## config.mk

```make
export PLATFORM = sky130hd
export DESIGN_NAME = spi_register_bank
export DESIGN_NICKNAME = d
export VERILOG_FILES = /design/src/rtl/spi_register_bank.sv
export SDC_FILE = /design/constraint.sdc
export NUM_CORES = 1
export LEC_CHECK = 0
export CORE_MARGIN = 4
export CORE_UTILIZATION = 48
export CTS_CLUSTER_DIAMETER = 120
export DETAILED_ROUTE_END_ITERATION = 10
export GPL_ROUTABILITY_DRIVEN = 1
export GPL_TIMING_DRIVEN = 0
export PLACE_DENSITY = 0.72
export SYNTH_ARGS = -nofsm -noshare
export SYNTH_HDL_FRONTEND = slang
export SYNTH_SLANG_ARGS = --single-unit
```

## constraint.sdc

```tcl
create_clock -name clk -period 2.06 [get_ports clk]
set_input_delay 0.515 -clock clk [delete_from_list [all_inputs] [get_ports clk]]
set_output_delay 0.515 -clock clk [all_outputs]
set_load 0.02 [all_outputs]
```

## src/rtl/spi_register_bank.sv

```systemverilog
// spi_register_bank
//   SPI-slave (mode 0, MSB first) write-only front end feeding five 8-bit
//   control registers that drive the PWM peripheral.
// Ports:
//   clk, rst_n          system clock, asynchronous active-low reset
//   sclk, copi, ncs     SPI pins, asynchronous to clk
//   en_reg_out_7_0      register 0x00
//   en_reg_out_15_8     register 0x01
//   en_reg_pwm_7_0      register 0x02
//   en_reg_pwm_15_8     register 0x03
//   pwm_duty_cycle      register 0x04
//   frame_done          one-cycle pulse on a committed write
//   frame_err           one-cycle pulse on a discarded malformed frame
module spi_register_bank #(
    parameter int SYNC_STAGES = 2,
    parameter int MAX_ADDR    = 4
) (
    input  logic       clk,
    input  logic       rst_n,
    input  logic       sclk,
    input  logic       copi,
    input  logic       ncs,
    output logic [7:0] en_reg_out_7_0,
    output logic [7:0] en_reg_out_15_8,
    output logic [7:0] en_reg_pwm_7_0,
    output logic [7:0] en_reg_pwm_15_8,
    output logic [7:0] pwm_duty_cycle,
    output logic       frame_done,
    output logic       frame_err
);

    localparam logic [6:0] LP_MAX_ADDR = 7'(MAX_ADDR);

    typedef enum logic [1:0] {IDLE, SHIFT, COMMIT} state_t;

    logic [SYNC_STAGES-1:0] r_sclk_sync, r_copi_sync, r_ncs_sync;
    logic       r_sclk_d, r_copi_d, r_ncs_d;
    logic       r_sclk_rise, r_ncs_rise, r_ncs_fall;
    logic       r_fall_pend;
    logic [4:0] r_cnt;
    logic [15:0] r_shift;
    logic [7:0] r_reg0, r_reg1, r_reg2, r_reg3, r_reg4;
    logic       r_done, r_err;
    state_t     r_state, w_next;

    logic w_sclk_s, w_copi_s, w_ncs_s;
    logic w_start;

    assign w_sclk_s = r_sclk_sync[SYNC_STAGES-1];
    assign w_copi_s = r_copi_sync[SYNC_STAGES-1];
    assign w_ncs_s  = r_ncs_sync[SYNC_STAGES-1];

    // A falling ncs edge that lands while COMMIT is busy is remembered so the
    // next frame still starts from IDLE.
    assign w_start = r_ncs_fall | r_fall_pend;

    // Synchronisers, one delay register, and registered edge pulses. The
    // copi delay register lines up with the sclk rise pulse.
    always_ff @(posedge clk or negedge rst_n) begin
        if (!rst_n) begin
            r_sclk_sync <= '0;
            r_copi_sync <= '0;
            r_ncs_sync  <= '1;
            r_sclk_d    <= 1'b0;
            r_copi_d    <= 1'b0;
            r_ncs_d     <= 1'b1;
            r_sclk_rise <= 1'b0;
            r_ncs_rise  <= 1'b0;
            r_ncs_fall  <= 1'b0;
        end else begin
            r_sclk_sync <= {r_sclk_sync[SYNC_STAGES-2:0], sclk};
            r_copi_sync <= {r_copi_sync[SYNC_STAGES-2:0], copi};
            r_ncs_sync  <= {r_ncs_sync[SYNC_STAGES-2:0], ncs};
            r_sclk_d    <= w_sclk_s;
            r_copi_d    <= w_copi_s;
            r_ncs_d     <= w_ncs_s;
            r_sclk_rise <= w_sclk_s & ~r_sclk_d;
            r_ncs_rise  <= w_ncs_s & ~r_ncs_d;
            r_ncs_fall  <= ~w_ncs_s & r_ncs_d;
        end
    end

    always_ff @(posedge clk or negedge rst_n) begin
        if (!rst_n) r_state <= IDLE;
        else        r_state <= w_next;
    end

    always_comb begin
        w_next = r_state;
        case (r_state)
            IDLE:    if (w_start) w_next = SHIFT;
            SHIFT:   if (r_ncs_rise) w_next = COMMIT;
            COMMIT:  w_next = IDLE;
            default: w_next = IDLE;
        endcase
    end

    // Bit counter and shift register. Counter stops at 17 (overlong marker);
    // only the first 16 bits are kept.
    always_ff @(posedge clk or negedge rst_n) begin
        if (!rst_n) begin
            r_cnt       <= '0;
            r_shift     <= '0;
            r_fall_pend <= 1'b0;
        end else begin
            if (r_state == COMMIT && r_ncs_fall) r_fall_pend <= 1'b1;
            else if (r_state == IDLE)            r_fall_pend <= 1'b0;

            if (r_state == IDLE && w_start) begin
                r_cnt   <= '0;
                r_shift <= '0;
            end else if (r_state == SHIFT && !r_ncs_rise && r_sclk_rise && !r_ncs_d) begin
                if (r_cnt < 5'd16) r_shift <= {r_shift[14:0], r_copi_d};
                if (r_cnt < 5'd17) r_cnt <= r_cnt + 5'd1;
            end
        end
    end

    // Commit: only a 16-bit write to a valid address updates a register.
    always_ff @(posedge clk or negedge rst_n) begin
        if (!rst_n) begin
            r_reg0 <= '0;
            r_reg1 <= '0;
            r_reg2 <= '0;
            r_reg3 <= '0;
            r_reg4 <= '0;
            r_done <= 1'b0;
            r_err  <= 1'b0;
        end else begin
            r_done <= 1'b0;
            r_err  <= 1'b0;
            if (r_state == COMMIT) begin
                if (r_cnt == 5'd16 && !r_shift[15]) begin
                    // read frame: silently ignored
                end else if (r_cnt == 5'd16 && r_shift[14:8] <= LP_MAX_ADDR) begin
                    r_done <= 1'b1;
                    case (r_shift[14:8])
                        7'd0:    r_reg0 <= r_shift[7:0];
                        7'd1:    r_reg1 <= r_shift[7:0];
                        7'd2:    r_reg2 <= r_shift[7:0];
                        7'd3:    r_reg3 <= r_shift[7:0];
                        7'd4:    r_reg4 <= r_shift[7:0];
                        default: ;
                    endcase
                end else begin
                    r_err <= 1'b1;
                end
            end
        end
    end

    assign en_reg_out_7_0  = r_reg0;
    assign en_reg_out_15_8 = r_reg1;
    assign en_reg_pwm_7_0  = r_reg2;
    assign en_reg_pwm_15_8 = r_reg3;
    assign pwm_duty_cycle  = r_reg4;
    assign frame_done      = r_done;
    assign frame_err       = r_err;

endmodule
```

==> impl_metrics.json <==
{
  "ys_seq_area_share_pct": 62.7,
  "synth_top_cell_area_share_pct": 60.2,
  "core.rowCount": 29,
  "cts.htree.levels": 3,
  "hpwl_um": 3870,
  "p_per_area_nw_per_um2": 848,
  "viasPerCell": 5.34,
  "io_buffer_count": 46,
  "cts_tree": "built",
  "chipHeight_um": 88.6,
  "min_period_ns": 1.98,
  "cts-root-buf": "clkbuf_8",
  "io_pins": 47,
  "finClkSkew_ns": 0.00566,
  "rsz0062_at_grt": "true",
  "cp_top_family": "simple AND/OR/NAND/NOR gates",
  "p_int_w": 0.00246,
  "drv_cap": 0,
  "cp_cell_sequence": "inv_1 -> ha_1 -> and4bb_2 -> and3_1 -> buf_6 -> nand4_2 -> mux2_2",
  "insertion_delay_ns": 0.34,
  "power.sequential.fraction_pct": 51.3,
  "endpoint_kind": "flip-flop",
  "switching_share_pct": 26.1,
  "vdd_drop_max_mv": 0.625,
  "fp.dieW_um": 88.6,
  "grt_max_degree": 58,
  "async_flop_share_pct": 100,
  "worstPathRequired_ns": 2.28,
  "crit_buf_inv": 2,
  "synth_cell_types": 37,
  "synth_ff_type": "dfrtp_1",
  "initial_core_util_pct": 49.4,
  "clock_sinks": 78,
  "crit_path_max_incr_delay_ns": 0.41,
  "leakage_nw": 1.81,
  "synth_most_common_cell": "dfrtp_1",
  "period_share_pct": 96.2,
  "grt_usage_pct": 16.4,
  "ys_top_cells_by_count": "dfrtp_1, mux2_2, inv_1",
  "arrival_ns": 2.21,
  "worst_pin_slew_ns": 0.739,
  "avgSynthCellArea_um2": 13.8,
  "clkPwrFrac_pct": 36.7,
  "wirelength_um": 5800,
  "synthesis.area_um2": 3120,
  "dp_slack_ns": 0.0567,
  "ys_top_cells_by_area": "dfrtp_1, mux2_2, mux2_4, nand4_1, o21ai_0",
  "synth_seq_cells": 78,
  "place_area_um2": 3700,
  "slew_headroom_pct": 50.4,
  "grt_pass1_vias": 1900,
  "whs_ns": 0.0623,
  "critPathLaunchType": "flip-flop",
  "fin_tns_setup_ns": 0,
  "nNetsFinal": 293,
  "synth_fp_nets": 233,
  "hold_violations": 0,
  "ctsHoldBuffers": 0,
  "antenna_cells": 0,
  "cts_made_buffers": 9,
  "ys_warn_count": 0,
  "place.gp.congestion": 0.782,
  "worstPathMaxFanout": 8,
  "synthToLayoutAreaGrowth_pct": 26.0,
  "synth-edff-count": 0,
  "critPathSlowestCell": "dfrtp_1",
  "layout_setup_ws_ns": 0.0782,
  "drt_iter0_markers": 109,
  "yosys.area.top_type": "dfrtp_1",
  "power_w": 0.00334,
  "postLayoutCellArea_um2": 3930,
  "grt_pass1_wl_um": 9590,
  "core-area_um2": 6310,
  "clock_path_buffers": 2,
  "setup_viol": 0,
  "combPwrFrac_pct": 11.9,
  "hp-class": "in2async",
  "syn_inst": 226,
  "p_switching_w": 0.000871,
  "die_area_um2": 7850,
  "drc": 0,
  "clk_pin_slew_ns": 0.08,
  "detail-route-antenna-nets": 0,
  "outcome": "completed",
  "drive_above_1_share_pct": 25.1,
  "worstSetupPathType": "reg2reg",
  "drt_pass1_iterations": 7,
  "wl_per_cell_um": 15.8,
  "vias": 1965,
  "report.final.slew_viol_count": 0,
  "grt-ovfl-total": 0,
  "grt_antenna_before_repair": 0,
  "max_freq_mhz": 505
}
## power by group through the flow
stage | combinational (W) | clock [W] | sequential [W]
6_report | 0.000398 | 0.00123 | 0.00171
5_1_grt | 0.000446 | 0.00134 | 0.00173
4_1_cts | 0.000367 | 0.00127 | 0.00172
3_5_place_dp | 0.000364 | 0 | 0.00175
3_3_place_gp | 0.000354 | 0 | 0.00175
2_1_floorplan | 0.000243 | 0 | 0.00172
## stage by stage
step	utilization (%)	instances
2_1_floorplan	-	226
3_3_place_gp	58.2	349
3_5_place_dp	58.6	350
4_1_cts	62.0	366
5_1_grt	62.3	368
6_report	62.3	368
## what timing repair did
item	CTS	global route
setup buffers	0	2
endpoints found under the setup margin	0	32
resized for setup	0	1
## area by class of cell
type                            instances  area, µm²
Fill cell                             527       2380
Timing Repair Buffer                   49        500
Clock buffer                           12        145
Buffer                                  8       55.1
Multi-Input combinational cell        120       1030
Inverter                               20       75.1
Tap cell                               77       96.3
Sequential cell                        78       1960
Clock inverter                          4       70.1
## per-layer routing
| layer | track usage (%) | up-vias | share of wire, % |
|---|---|---|---|
| met2 | 24.2 | 46 | 46 |
| met3 | 4.93 | 13 | 5.4 |
| met5 | 0 | - | 0 |
| met4 | 7.01 | 0 | 1.8 |
| met1 | 22.7 | 994 | 47 |
| li1 | - | 912 | - |
## cell families after synthesis
family / count (synthesis) / synth area share [%]
buffers and inverters: 28 / 4.17
multiplexers: 42 / 17.0
XOR/XNOR: 1 / 0.281
AO/OA/AOI/OAI: 26 / 4.69
AND/OR/NAND/NOR: 49 / 10.3
adder cells (fa/ha/maj): 2 / 0.802
flip-flops: 78 / 62.7
## final timing paths
| check | from | slack [ns] | end | depth (start not counted) |
|---|---|---|---|---|
| worst max-delay path | r_cnt[0] | 0.08 | pwm_duty_cycle[4] | 7 |
| worst min-delay path | rst_n | 0.06 | pwm_duty_cycle[5] | 1 |
| worst max register to register | r_cnt[0] | 0.08 | pwm_duty_cycle[4] | 7 |
| worst min register to register | r_sclk_sync[0] | 0.35 | r_sclk_sync[1] | 0 |
| max in group asynchronous | rst_n | 1.38 | r_ncs_sync[0] | 2 |
| min in group clk | r_sclk_sync[0] | 0.35 | r_sclk_sync[1] | 0 |
## sequential cells by signal, summed over array words and instances (netlist names), 2 cells and up
register and count:
en_reg_out_7_0 8, en_reg_pwm_7_0 8, en_reg_out_15_8 8, pwm_duty_cycle 8, r_cnt 5, r_ncs_sync 2, r_sclk_sync 2, r_shift 16
r_copi_sync 2, r_state 2, en_reg_pwm_15_8 8
## cell usage in the layout, fill, tap and decap left out, types with 2 or more instances in the layout
cell type | Yosys | routed
mux2_2 | 24 | 24
clkinv_2 | 0 | 2
inv_1 | 20 | 20
and4_4 | 2 | 2
a21oi_1 | 3 | 3
mux2_4 | 16 | 16
dfrtp_1 | 75 | 75
buf_4 | 0 | 3
nand3_1 | 2 | 2
nor2b_1 | 4 | 4
mux2i_1 | 2 | 2
o21a_1 | 2 | 2
buf_6 | 3 | 3
nor2_1 | 7 | 7
bufinv_16 | 0 | 2
clkbuf_8 | 0 | 10
ha_1 | 2 | 2
nand4_2 | 2 | 2
dfstp_2 | 3 | 3
buf_2 | 2 | 2
and3_1 | 2 | 2
nor3_1 | 2 | 2
nand4_1 | 16 | 16
o21ai_0 | 16 | 16
nand2_1 | 4 | 4
clkbuf_1 | 2 | 4
clkdlybuf4s50_1 | 0 | 45
Note: power is estimated with default switching activity, not from simulation.
